--- src/rtl/seq_alu.sv ---
// rtl/seq_alu.sv - multi-cycle ALU with NZCV flags, iterative shifts and shift-add multiply
module seq_alu #(
    parameter int WIDTH   = 32,
    parameter int SHAMT_W = $clog2(WIDTH)
) (
    input  logic             clk,
    input  logic             rst_n,
    input  logic             start,
    input  logic [WIDTH-1:0] a,
    input  logic [WIDTH-1:0] b,
    input  logic [2:0]       alu_funct,
    output logic             busy,
    output logic             done,
    output logic [WIDTH-1:0] result,
    output logic [3:0]       flags
);

    localparam int CNT_W = SHAMT_W + 1;
    localparam logic [CNT_W-1:0] CNT_ONE = CNT_W'(1);

    localparam logic [2:0] OP_ADD = 3'b000;
    localparam logic [2:0] OP_SUB = 3'b001;
    localparam logic [2:0] OP_AND = 3'b010;
    localparam logic [2:0] OP_ASR = 3'b011;
    localparam logic [2:0] OP_OR  = 3'b100;
    localparam logic [2:0] OP_XOR = 3'b101;
    localparam logic [2:0] OP_LSL = 3'b110;
    localparam logic [2:0] OP_MUL = 3'b111;

    typedef enum logic {IDLE, RUN} state_t;

    state_t           state_q, state_d;
    logic [2:0]       op_q, op_d;
    logic [WIDTH-1:0] work_q, work_d;
    logic [WIDTH-1:0] mcand_q, mcand_d;
    logic [WIDTH-1:0] mplier_q, mplier_d;
    logic [CNT_W-1:0] count_q, count_d;
    logic [WIDTH-1:0] result_q, result_d;
    logic [3:0]       flags_q, flags_d;
    logic             done_q, done_d;

    logic [SHAMT_W-1:0] shamt;
    logic               sub_op;
    logic [WIDTH-1:0]   b_eff;
    logic [WIDTH:0]     sum_ext;
    logic [WIDTH-1:0]   step_work;
    logic               step_out;
    logic [WIDTH-1:0]   step_acc;
    logic               fin;
    logic [WIDTH-1:0]   fin_res;
    logic               fin_c;
    logic               fin_v;

    always_comb begin
        state_d  = state_q;
        op_d     = op_q;
        work_d   = work_q;
        mcand_d  = mcand_q;
        mplier_d = mplier_q;
        count_d  = count_q;
        result_d = result_q;
        flags_d  = flags_q;
        done_d   = 1'b0;
        fin      = 1'b0;
        fin_res  = '0;
        fin_c    = 1'b0;
        fin_v    = 1'b0;

        shamt   = b[SHAMT_W-1:0];
        sub_op  = (alu_funct == OP_SUB);
        b_eff   = sub_op ? ~b : b;
        sum_ext = {1'b0, a} + {1'b0, b_eff} + {{WIDTH{1'b0}}, sub_op};

        // One bit per edge; C tracks whichever bit falls off the end
        if (op_q == OP_ASR) begin
            step_work = {work_q[WIDTH-1], work_q[WIDTH-1:1]};
            step_out  = work_q[0];
        end else begin
            step_work = {work_q[WIDTH-2:0], 1'b0};
            step_out  = work_q[WIDTH-1];
        end
        step_acc = work_q + (mplier_q[0] ? mcand_q : '0);

        case (state_q)
            IDLE: begin
                if (start) begin
                    op_d = alu_funct;
                    case (alu_funct)
                        OP_ADD, OP_SUB: begin
                            fin     = 1'b1;
                            fin_res = sum_ext[WIDTH-1:0];
                            fin_c   = sum_ext[WIDTH];
                            fin_v   = (a[WIDTH-1] == b_eff[WIDTH-1]) &&
                                      (sum_ext[WIDTH-1] != a[WIDTH-1]);
                        end
                        OP_AND: begin
                            fin     = 1'b1;
                            fin_res = a & b;
                        end
                        OP_OR: begin
                            fin     = 1'b1;
                            fin_res = a | b;
                        end
                        OP_XOR: begin
                            fin     = 1'b1;
                            fin_res = a ^ b;
                        end
                        OP_ASR, OP_LSL: begin
                            if (shamt == '0) begin
                                fin     = 1'b1;
                                fin_res = a;
                            end else begin
                                work_d  = a;
                                count_d = CNT_W'(shamt);
                                state_d = RUN;
                            end
                        end
                        default: begin
                            work_d   = '0;
                            mcand_d  = a;
                            mplier_d = b;
                            count_d  = CNT_W'(WIDTH);
                            state_d  = RUN;
                        end
                    endcase
                end
            end
            default: begin
                count_d = count_q - CNT_ONE;
                if (op_q == OP_MUL) begin
                    work_d   = step_acc;
                    mcand_d  = mcand_q << 1;
                    mplier_d = mplier_q >> 1;
                    fin_res  = step_acc;
                end else begin
                    work_d  = step_work;
                    fin_res = step_work;
                    fin_c   = step_out;
                end
                fin = (count_q == CNT_ONE);
            end
        endcase

        if (fin) begin
            result_d = fin_res;
            flags_d  = {fin_res[WIDTH-1], ~|fin_res, fin_c, fin_v};
            done_d   = 1'b1;
            state_d  = IDLE;
        end
    end

    always_ff @(posedge clk or negedge rst_n) begin
        if (!rst_n) begin
            state_q  <= IDLE;
            op_q     <= '0;
            work_q   <= '0;
            mcand_q  <= '0;
            mplier_q <= '0;
            count_q  <= '0;
            result_q <= '0;
            flags_q  <= '0;
            done_q   <= 1'b0;
        end else begin
            state_q  <= state_d;
            op_q     <= op_d;
            work_q   <= work_d;
            mcand_q  <= mcand_d;
            mplier_q <= mplier_d;
            count_q  <= count_d;
            result_q <= result_d;
            flags_q  <= flags_d;
            done_q   <= done_d;
        end
    end

    assign busy   = (state_q == RUN);
    assign done   = done_q;
    assign result = result_q;
    assign flags  = flags_q;

endmodule

--- config.mk ---
export PLATFORM = sky130hd
export DESIGN_NAME = seq_alu
export DESIGN_NICKNAME = d
export VERILOG_FILES = /design/src/rtl/seq_alu.sv
export SDC_FILE = /design/constraint.sdc
export NUM_CORES = 1
export LEC_CHECK = 0
export CAP_MARGIN = 40
export CORE_ASPECT_RATIO = 1.75
export CORE_MARGIN = 3
export CORE_UTILIZATION = 39
export CTS_CLUSTER_DIAMETER = 30
export CTS_CLUSTER_SIZE = 8
export DETAILED_ROUTE_END_ITERATION = 6
export PLACE_DENSITY = 0.67
export SETUP_SLACK_MARGIN = 0.4
export SYNTH_ARGS = -nofsm -noshare
export SYNTH_HDL_FRONTEND = slang
export SYNTH_SLANG_ARGS = --single-unit
--- constraint.sdc ---
create_clock -name clk -period 5.62 [get_ports clk]
set_clock_uncertainty 0.15 [all_clocks]
set_input_delay 1.124 -clock clk [delete_from_list [all_inputs] [get_ports clk]]
set_output_delay 1.124 -clock clk [all_outputs]
set_load 0.05 [all_outputs]
Word level (Yosys, flattened, before mapping) --
Index checks and enable logic that the tools add are counted.
Word-level totals: flip-flop bits (word level) 143, latch bits 0, memory bits (writable) 0, memory bits (read-only) 0, input port bits 70, output and inout port bits 38, word-level logic and storage cells 88, memories 0
Cells by class: $add $sub $neg 4, multipliers 0, divide/modulo/power cells 0, $lt $le $gt $ge 0, equal/unequal tests 15, shift operators 0, multiplexer cells 42, bitwise operators 5, reductions and logical operators 13
Operators by type and width (count):
- $mux 32 | 18
- $pmux 32 s5 | 1
- $pmux 32 s2 | 1
- $add 32x32->33 | 1
- $add 33x1->33 | 1
- $add 32x32->32 | 1
- $and 32x32->32 | 1
- $not 32->32 | 1
- $or 32x32->32 | 1
- $reduce_or 32->1 | 1
- $xor 32x32->32 | 1
- $mux 6 | 3
- $mux 1 | 16
- $eq 3x3->1 const B | 4
- $pmux 6 s2 | 1
- $eq 3x2->1 const B | 3
- $reduce_or 7->1 | 1
- $eq 6x1->1 const B | 1
- $ne 2x1->1 const B | 3
- $reduce_and 3->1 | 2
- $sub 6x1->6 const B | 1
- $logic_not 5->1 | 1
- $reduce_or 5->1 | 1
- $pmux 1 s2 | 2
- 11 further kinds | 12

Logic depth before layout (Yosys ltp) --
Gate-level depths: netlist (run 1).
depth in word-level cells 9, depth in mapped cells 22, mapped depth without buffers 16

Least setup slack after synthesis (run 1) --
OpenSTA, ideal clock, no wires.
kind in2reg, from input port alu_funct[0], to register flags_q[2], in the netlist flags[2], library setup time 0.083 ns, arrival time 6.573 ns, data required time 5.387 ns, setup slack -1.186 ns, stages 22, path buffers 8, path through clkbuf_1 clkbuf_1 clkbuf_1 clkbuf_1 clkbuf_1 and3_1 clkbuf_1 clkbuf_1 xnor2_1 ha_1 clkbuf_1 a21oi_1 o21a_1 o22ai_2 or4_1 a41oi_2 xnor2_1 a211o_1 or4b_1 or4_1 or4_1 o21ai_0
On the way: longest elaborated chain between the ends 9, elaborated cells on any way between the ends 21, classes of those cells add/sub (2); eq/ne (6); mux (7); reduce/logical (6)
Ends and longest elaborated chain:
- from (decl) | RTL line 11 | input logic [2:0] alu_funct,
- $eq 3x1->1 | RTL line 70, 88
- $mux 32 | RTL line 71 | b_eff = sub_op ? ~b : b;
- $add 32x32->33 | RTL line 72 | sum_ext = {1'b0, a} + {1'b0, b_eff} + {{WIDTH{1'b0}}, sub_op};
- $add 33x1->33 | RTL line 72
- $pmux 32 s5 | RTL line 88 | case (alu_funct)
- $mux 32 | RTL line 86 | if (start) begin
- $mux 32 | RTL line 84 | case (state_q)
- $reduce_or 32->1 | RTL line 146 | flags_d = {fin_res[WIDTH-1], ~|fin_res, fin_c, fin_v};
- $logic_not 1->1 | RTL line 146
- to (signal assigned) | RTL line 171 | flags_q <= flags_d;
- to (decl) | RTL line 39 | logic [3:0] flags_q, flags_d;
Parallel ways exist; a longest one is shown, timed or not. A chain may end at the register's enable or synchronous reset.

Worst setup path in the final report (run 1) --
from input port alu_funct[2], to register flags_q[2], in the netlist flags[2]
Same word-level chain as after synthesis.

==> results of run 1 <==
power breakdown:
part,switching [mW],internal [mW]
registers,0.433,1.52
logic,3.53,2.33
clock network,0.510,0.570
total,4.47,4.41
synthesized netlist by cell type (16+ instances only):
library cell / number
a211oi_1: 29
a21oi_1: 214
a222oi_1: 28
and2_1: 36
and3_1: 25
buf_1: 21
clkbuf_1: 92
dfrtp_1: 142
ha_1: 136
inv_1: 94
mux2i_1: 73
nand2_1: 135
nand3_1: 27
nand4_1: 21
nor2_1: 171
nor3_1: 35
o211ai_1: 19
o21a_1: 20
o21ai_0: 97
o22ai_1: 16
xnor2_1: 57
xor2_1: 16
worst max-delay path, delay by kind of cell:
family	cells	cell delay, ns
AO/OA/AOI/OAI	4	0.65
XOR/XNOR	2	0.22
adder cells (fa/ha/maj)	1	0.29
buffers and inverters	4	0.67
AND/OR/NAND/NOR	7	2.39
flip-flops by register name, summed over array words and instances, names as in the netlist, 3 cells and up:
signal and flops:
work_q 32, result 32, count_q 6, op_q 3, mplier_q 32, mcand_q 32
flags 3
per-layer routing:
metal | GRT usage, % | wire, um | share of wire [%]
met3 | 2.46 | 1980 | 4.0
met1 | 31.1 | 19800 | 40
met4 | 12.3 | 2150 | 4.4
met2 | 46.8 | 25400 | 51
met5 | 0 | 0 | 0
what timing repair did:
item                                    4_1_cts  5_1_grt
buffers inserted                              4        7
endpoints found under the setup margin        2        1
gates cloned                                  1        0
hold buffers                                  0        0
resized for setup                            32       25
pin swaps                                    17       22
how the worst min path moves through the flow:
stage | start | to | slack (ns) | cells after the start
CTS | result[17] | result[17] | 0.35 | 1
global route | result[3] | result[3] | 0.38 | 1
detailed placement | result[17] | result[17] | 0.33 | 1
finish | result[17] | result[17] | 0.34 | 1
floorplan | work_q[4] | work_q[4] | 0.34 | 2
global placement | result[2] | result[2] | 0.33 | 1
final cells by class:
class,instances,area share [%]
Tap cell,460,3.33
Sequential cell,142,20.6
Inverter,94,2.04
Clock buffer,18,2.48
Clock inverter,14,0.636
Timing Repair Buffer,312,15.5
Multi-Input combinational cell,1380,55.5
Antenna cell,1,0.0145
logic make-up (layout without fill, tap and decap cells):
| group | count (synthesis) | after routing | share of synthesized area [%] |
|---|---|---|---|
| other cells | 0 | 1 | 0 |
| xor+xnor | 73 | 73 | 4.67 |
| flops | 142 | 142 | 26.0 |
| compound gates | 548 | 548 | 25.5 |
| simple gates | 534 | 534 | 18.8 |
| buf+inv | 210 | 438 | 5.80 |
| mux | 86 | 86 | 6.41 |
| fa+ha+maj | 139 | 139 | 12.8 |
per-stage QoR:
stage	TNS, ns	hold WS [ns]	power, mW	utilization [%]
2_1_floorplan	-0.188	0.336	5.71	-
3_5_place_dp	-0.680	0.333	7.63	47.5
5_1_grt	0	0.376	9.50	50.0
3_3_place_gp	-0.469	0.328	7.54	47.4
6_report	0	0.342	8.89	50.0
4_1_cts	0	0.348	8.79	49.6
==> impl_metrics.toml, run 1 <==
[route]
drt-wirelength-per-cell_um = 20.4
totalWireLength_mm = 49.4
vias_per_cell = 5.85
vias = 14158
ant_nets = 0
drt_iter0_drc = 1097
drc = 2
first_pass_iters = 7

[status]
status = "complete, but fails checks"
violations = "design-rule violations"

[power]
powerDensity_mw_per_mm2 = 514
irDropWorstVdd_mv = 0.301
p_leak_nw = 7.65

[worst_setup_path]
r2r_end = "flags[2]"
slowest_stage = "or4_4"
r2r_start = "mplier_q[0]"
crit_type = "in2reg"
crit_arrival_ns = 5.35
cpPeakStageDelay_ns = 0.57
cp-start-kind = "input pin"
startpoint = "alu_funct[2]"
r2r_cells = 16
regToRegSetupSlack_ns = 0.73
cp.required_ns = 5.84
worst-path-max-fanout = 8
crit_path_cell_trace = "dlygate4sd2_1, inv_2, and3_4, buf_12, xnor2_1, ha_1, buf_4, nand3_1, or3_1, o22ai_2, or4_4, a41oi_2, xnor2_1, a211o_1, or4b_1, or4_1, or4_1, o21ai_1"
end_kind = "flop"
crit_end = "flags[2]"

[yosys]
syn_area_mm2 = 0.0137
synth-seq-cells = 142
yosys_warnings = 0
synth.area.top_cells = "dfrtp_1 26%, ha_1 12%, a21oi_1 7.8%"
synth-main-ff-cell = "dfrtp_1"
synth_largest_area_cell = "dfrtp_1"
syn_inst = 1732
avgSynthCellArea_um2 = 7.90
synth_top_cell_area_share_pct = 26.0
async_flop_share_pct = 100
seq_area_frac_synth_pct = 26.0
synth_nets = 1940
ys_types = 75
synth_edf_count = 0

[die]
rows = 90
ios = 108
start_util_pct = 39.6
fp.coreArea_mm2 = 0.0346
fp.dieW_um = 148
die-area_mm2 = 0.0375
die_y_um = 254

[sta]
min_period_over_period_pct = 91.3
final-hold-violation-count = 0
grt_setup_unrepaired = "no"
finalSetupViolCount = 0
max_freq_ghz = 0.195
relSlewSlack_pct = 41.9
finalCriticalPeriod_ns = 5.13
drv_slew = 0
fin_ws_ns = 0.487
worstMarginPinSlew_ns = 0.871

[place]
pre_cts_slack_ns = -0.600
placed_area_mm2 = 0.0164
portBuffers = 107
hpwl_mm = 38.4
place.gp.congestion = 0.949
dp.cells = 2376

[grt]
grt_usage_pct = 26.0
grt_antenna_before_repair = 0
grt_pass1_vias = 14365
grt_max_degree = 63
overflow = 0
grt_pass1_wl_mm = 77.5

[final_layout]
final_common_cell = "a21oi_1"
final_cell_mix = "203 x a21oi_1, 197 x buf_4, 170 x nor2_1"
fin_cells = 2421
fin_area_mm2 = 0.0173
drive_gt1_share_pct = 15.8
synthToLayoutAreaGrowth_pct = 26.4
seq_area_mm2 = 0.00356
n_fill_cell = 3324
multiInputGateArea_mm2 = 0.00960
fin_nets = 2155

[job]
drv_cap = 0

[cts]
clockBufferDepth = 2
cts_max_level = 4
cts_buffers = 17
cts_tree = "done"
path_clk_slew_ns = 0.07
root_buffer = "clkbuf_16"
clock_sinks = 142
clock_latency_ns = 0.45

[worst_hold_path]
hp-class = "reg2reg"
Note: power is estimated with default switching activity, not from simulation.
==> inputs of run 2 (changes only) <==
--- a/config.mk
+++ b/config.mk
@@ -14,6 +14,7 @@
 export DETAILED_ROUTE_END_ITERATION = 6
 export PLACE_DENSITY = 0.67
 export SETUP_SLACK_MARGIN = 0.4
+export SKIP_LAST_GASP = 1
 export SYNTH_ARGS = -nofsm -noshare
 export SYNTH_HDL_FRONTEND = slang
 export SYNTH_SLANG_ARGS = --single-unit
==> results of run 2 <==
The final DEF is identical to that of run 1; final timing and power are the same.
==> inputs of run 3 (changes only) <==
--- a/config.mk
+++ b/config.mk
@@ -7,7 +7,6 @@
 export LEC_CHECK = 0
 export CAP_MARGIN = 40
 export CORE_ASPECT_RATIO = 1.75
-export CORE_MARGIN = 3
 export CORE_UTILIZATION = 39
 export CTS_CLUSTER_DIAMETER = 30
 export CTS_CLUSTER_SIZE = 8
==> constraint.sdc (replaced) <==
create_clock -name clk -period 5.3 [get_ports clk]
set_clock_uncertainty 0.15 [all_clocks]
set_input_delay 1.06 -clock clk [delete_from_list [all_inputs] [get_ports clk]]
set_output_delay 1.06 -clock clk [all_outputs]
set_load 0.05 [all_outputs]
==> impl_metrics.toml, run 3 (synthesis gave the netlist of run 1 again) <==
[status]
status = "finished, final reports clean"

[sta]
relSlewSlack_pct = 43.1
max_freq_ghz = 0.199
setup_tns_ns = 0
final-hold-violation-count = 0
finalSetupViolCount = 0
finalCriticalPeriod_ns = 5.03
min_period_over_period_pct = 94.8
drv_slew = 0
worstMarginPinSlew_ns = 0.849
grt_setup_unrepaired = "yes"

[worst_setup_path]
crit_end = "flags[2]"
path_buf_inv = 14
cp.required_ns = 5.53
regToRegSetupSlack_ns = 0.47
cp-start-kind = "input pin"
crit_path_cell_trace = "buf_6, inv_2, buf_4, buf_4, buf_4, buf_4, buf_4, buf_4, buf_4, buf_4, buf_4, buf_4, buf_4, nor2_4, a222oi_1, nor2_1, a211o_1, a2111oi_4, buf_4, and4_1, nand4_1, or4_1, or4_1, o21ai_1"
path_common_cell = "buf_4"
r2r_end = "flags[2]"
startpoint = "alu_funct[2]"
path_delay_family = "simple AND/OR/NAND/NOR gates"
crit_arrival_ns = 5.26
crit_type = "in2reg"
cp.depth = 24
slowest_stage = "a222oi_1"
worst-path-max-fanout = 11
end_kind = "flop"
cpPeakStageDelay_ns = 0.49
r2r_cells = 14
r2r_start = "work_q[0]"

[place]
place.gp.congestion = 0.949
portBuffers = 107
hpwl_mm = 38.0

[grt]
grt_pass1_vias = 14579
grt_usage_pct = 28.5
overflow = 0
grt_antenna_before_repair = 0
grt_max_degree = 82
grt_pass1_wl_mm = 78.6

[worst_hold_path]
hp-class = "reg2reg"
hold_depth = 1

[final_layout]
final_util_pct = 51.5
synthToLayoutAreaGrowth_pct = 30.1
antenna_cells = 0
final_cell_mix = "252 x buf_4, 209 x a21oi_1, 170 x nor2_1"
fin_nets = 2213
drive_gt1_share_pct = 18.2
final_common_cell = "buf_4"

[route]
drc = 0
totalWireLength_mm = 49.8
vias_per_cell = 5.84
first_pass_iters = 6
drt-wirelength-per-cell_um = 20.1
vias = 14473
ant_nets = 0
drt_iter0_drc = 1225

[die]
fp.coreArea_mm2 = 0.0346
die-area_mm2 = 0.0359
ios = 108
die_y_um = 250
rows = 90
fp.dieW_um = 144
start_util_pct = 39.6

[cts]
cts_tree = "done"
clock_sinks = 142
cts_buffers = 17
cts_max_level = 4
clock_latency_ns = 0.46
root_buffer = "clkbuf_16"
clockBufferDepth = 2
path_clk_slew_ns = 0.07

[power]
p_leak_nw = 7.99
powerDensity_mw_per_mm2 = 537
finalPower_mw = 9.57
irDropWorstVdd_mv = 0.291

[job]
drv_cap = 0
-- run 3: changes by cell type in the layout (fill, tap and decap cells not counted), sizes merged --
cell           delta
bufinv            +1
dlygate4sd2       +2
clkinvlp          -4
clkinv            -2
diode             -1
dlymetal6s2s      +1
clkdlybuf4s50     -5
buf              +59
clkdlybuf4s15     +1
inv               +5
-- run 3: area by class of cell --
type                    count  area [um2]
repair buffers            370        3150
fillers                  3241       16800
clock buffers              18         439
flip-flops and latches    142        3560
clock inverters            14         148
multi-input cells        1380        9590
inverters                  94         353
well taps                 460         576
-- run 3: worst min path at each step --
stage,startpoint,endpoint,slack [ns]
4_1_cts,result[29],result[29],0.35
6_report,result[17],result[17],0.34
3_3_place_gp,result[29],result[29],0.33
3_5_place_dp,result[29],result[29],0.34
2_1_floorplan,work_q[4],work_q[4],0.34
5_1_grt,result[17],result[17],0.38
-- run 3: power breakdown --
part | total, mW | switching [mW] | internal (mW)
registers | 2.10 | 0.500 | 1.61
logic | 6.21 | 3.71 | 2.51
clock network | 1.25 | 0.572 | 0.679
-- run 3: worst reg2reg max path, cell delays in order, from the launching register on --
cell	delay, ns
dfrtp_1	0.49
ha_1	0.26
inv_1	0.08
fa_1	0.44
nor2b_1	0.18
o21a_2	0.26
o21ai_1	0.19
a211o_1	0.37
a2111oi_1	0.48
o21a_1	0.17
nor3_1	0.08
or4b_4	0.55
or4_1	0.52
or4_1	0.46
o21ai_1	0.08
-- run 3: per-stage QoR --
step | area (um2) | setup slack [ns] | std cells | hold WS [ns]
global placement | 16600 | -0.526 | 2399 | 0.331
CTS | 17600 | 0.300 | 2466 | 0.353
detailed placement | 16600 | -0.573 | 2401 | 0.338
global route | 17800 | 0.136 | 2478 | 0.380
floorplan | 13800 | -0.444 | 1732 | 0.336
finish | 17800 | 0.273 | 2478 | 0.342
-- run 3: what timing repair did --
item | CTS | global route
resized for setup | 45 | 22
endpoints found under the setup margin | 2 | 1
pin swaps | 27 | 26
hold buffers | 0 | 0
setup buffers | 33 | 12
-- run 3: routing by layer --
metal / track usage [%] / vias to the layer above / part of all wire (%)
met1: 34.2 / 7004 / 41
met2: 49.1 / 477 / 50
met5: 0 / - / 0
li1: - / 6845 / -
met4: 15.4 / 0 / 5.2
met3: 2.99 / 147 / 4.0
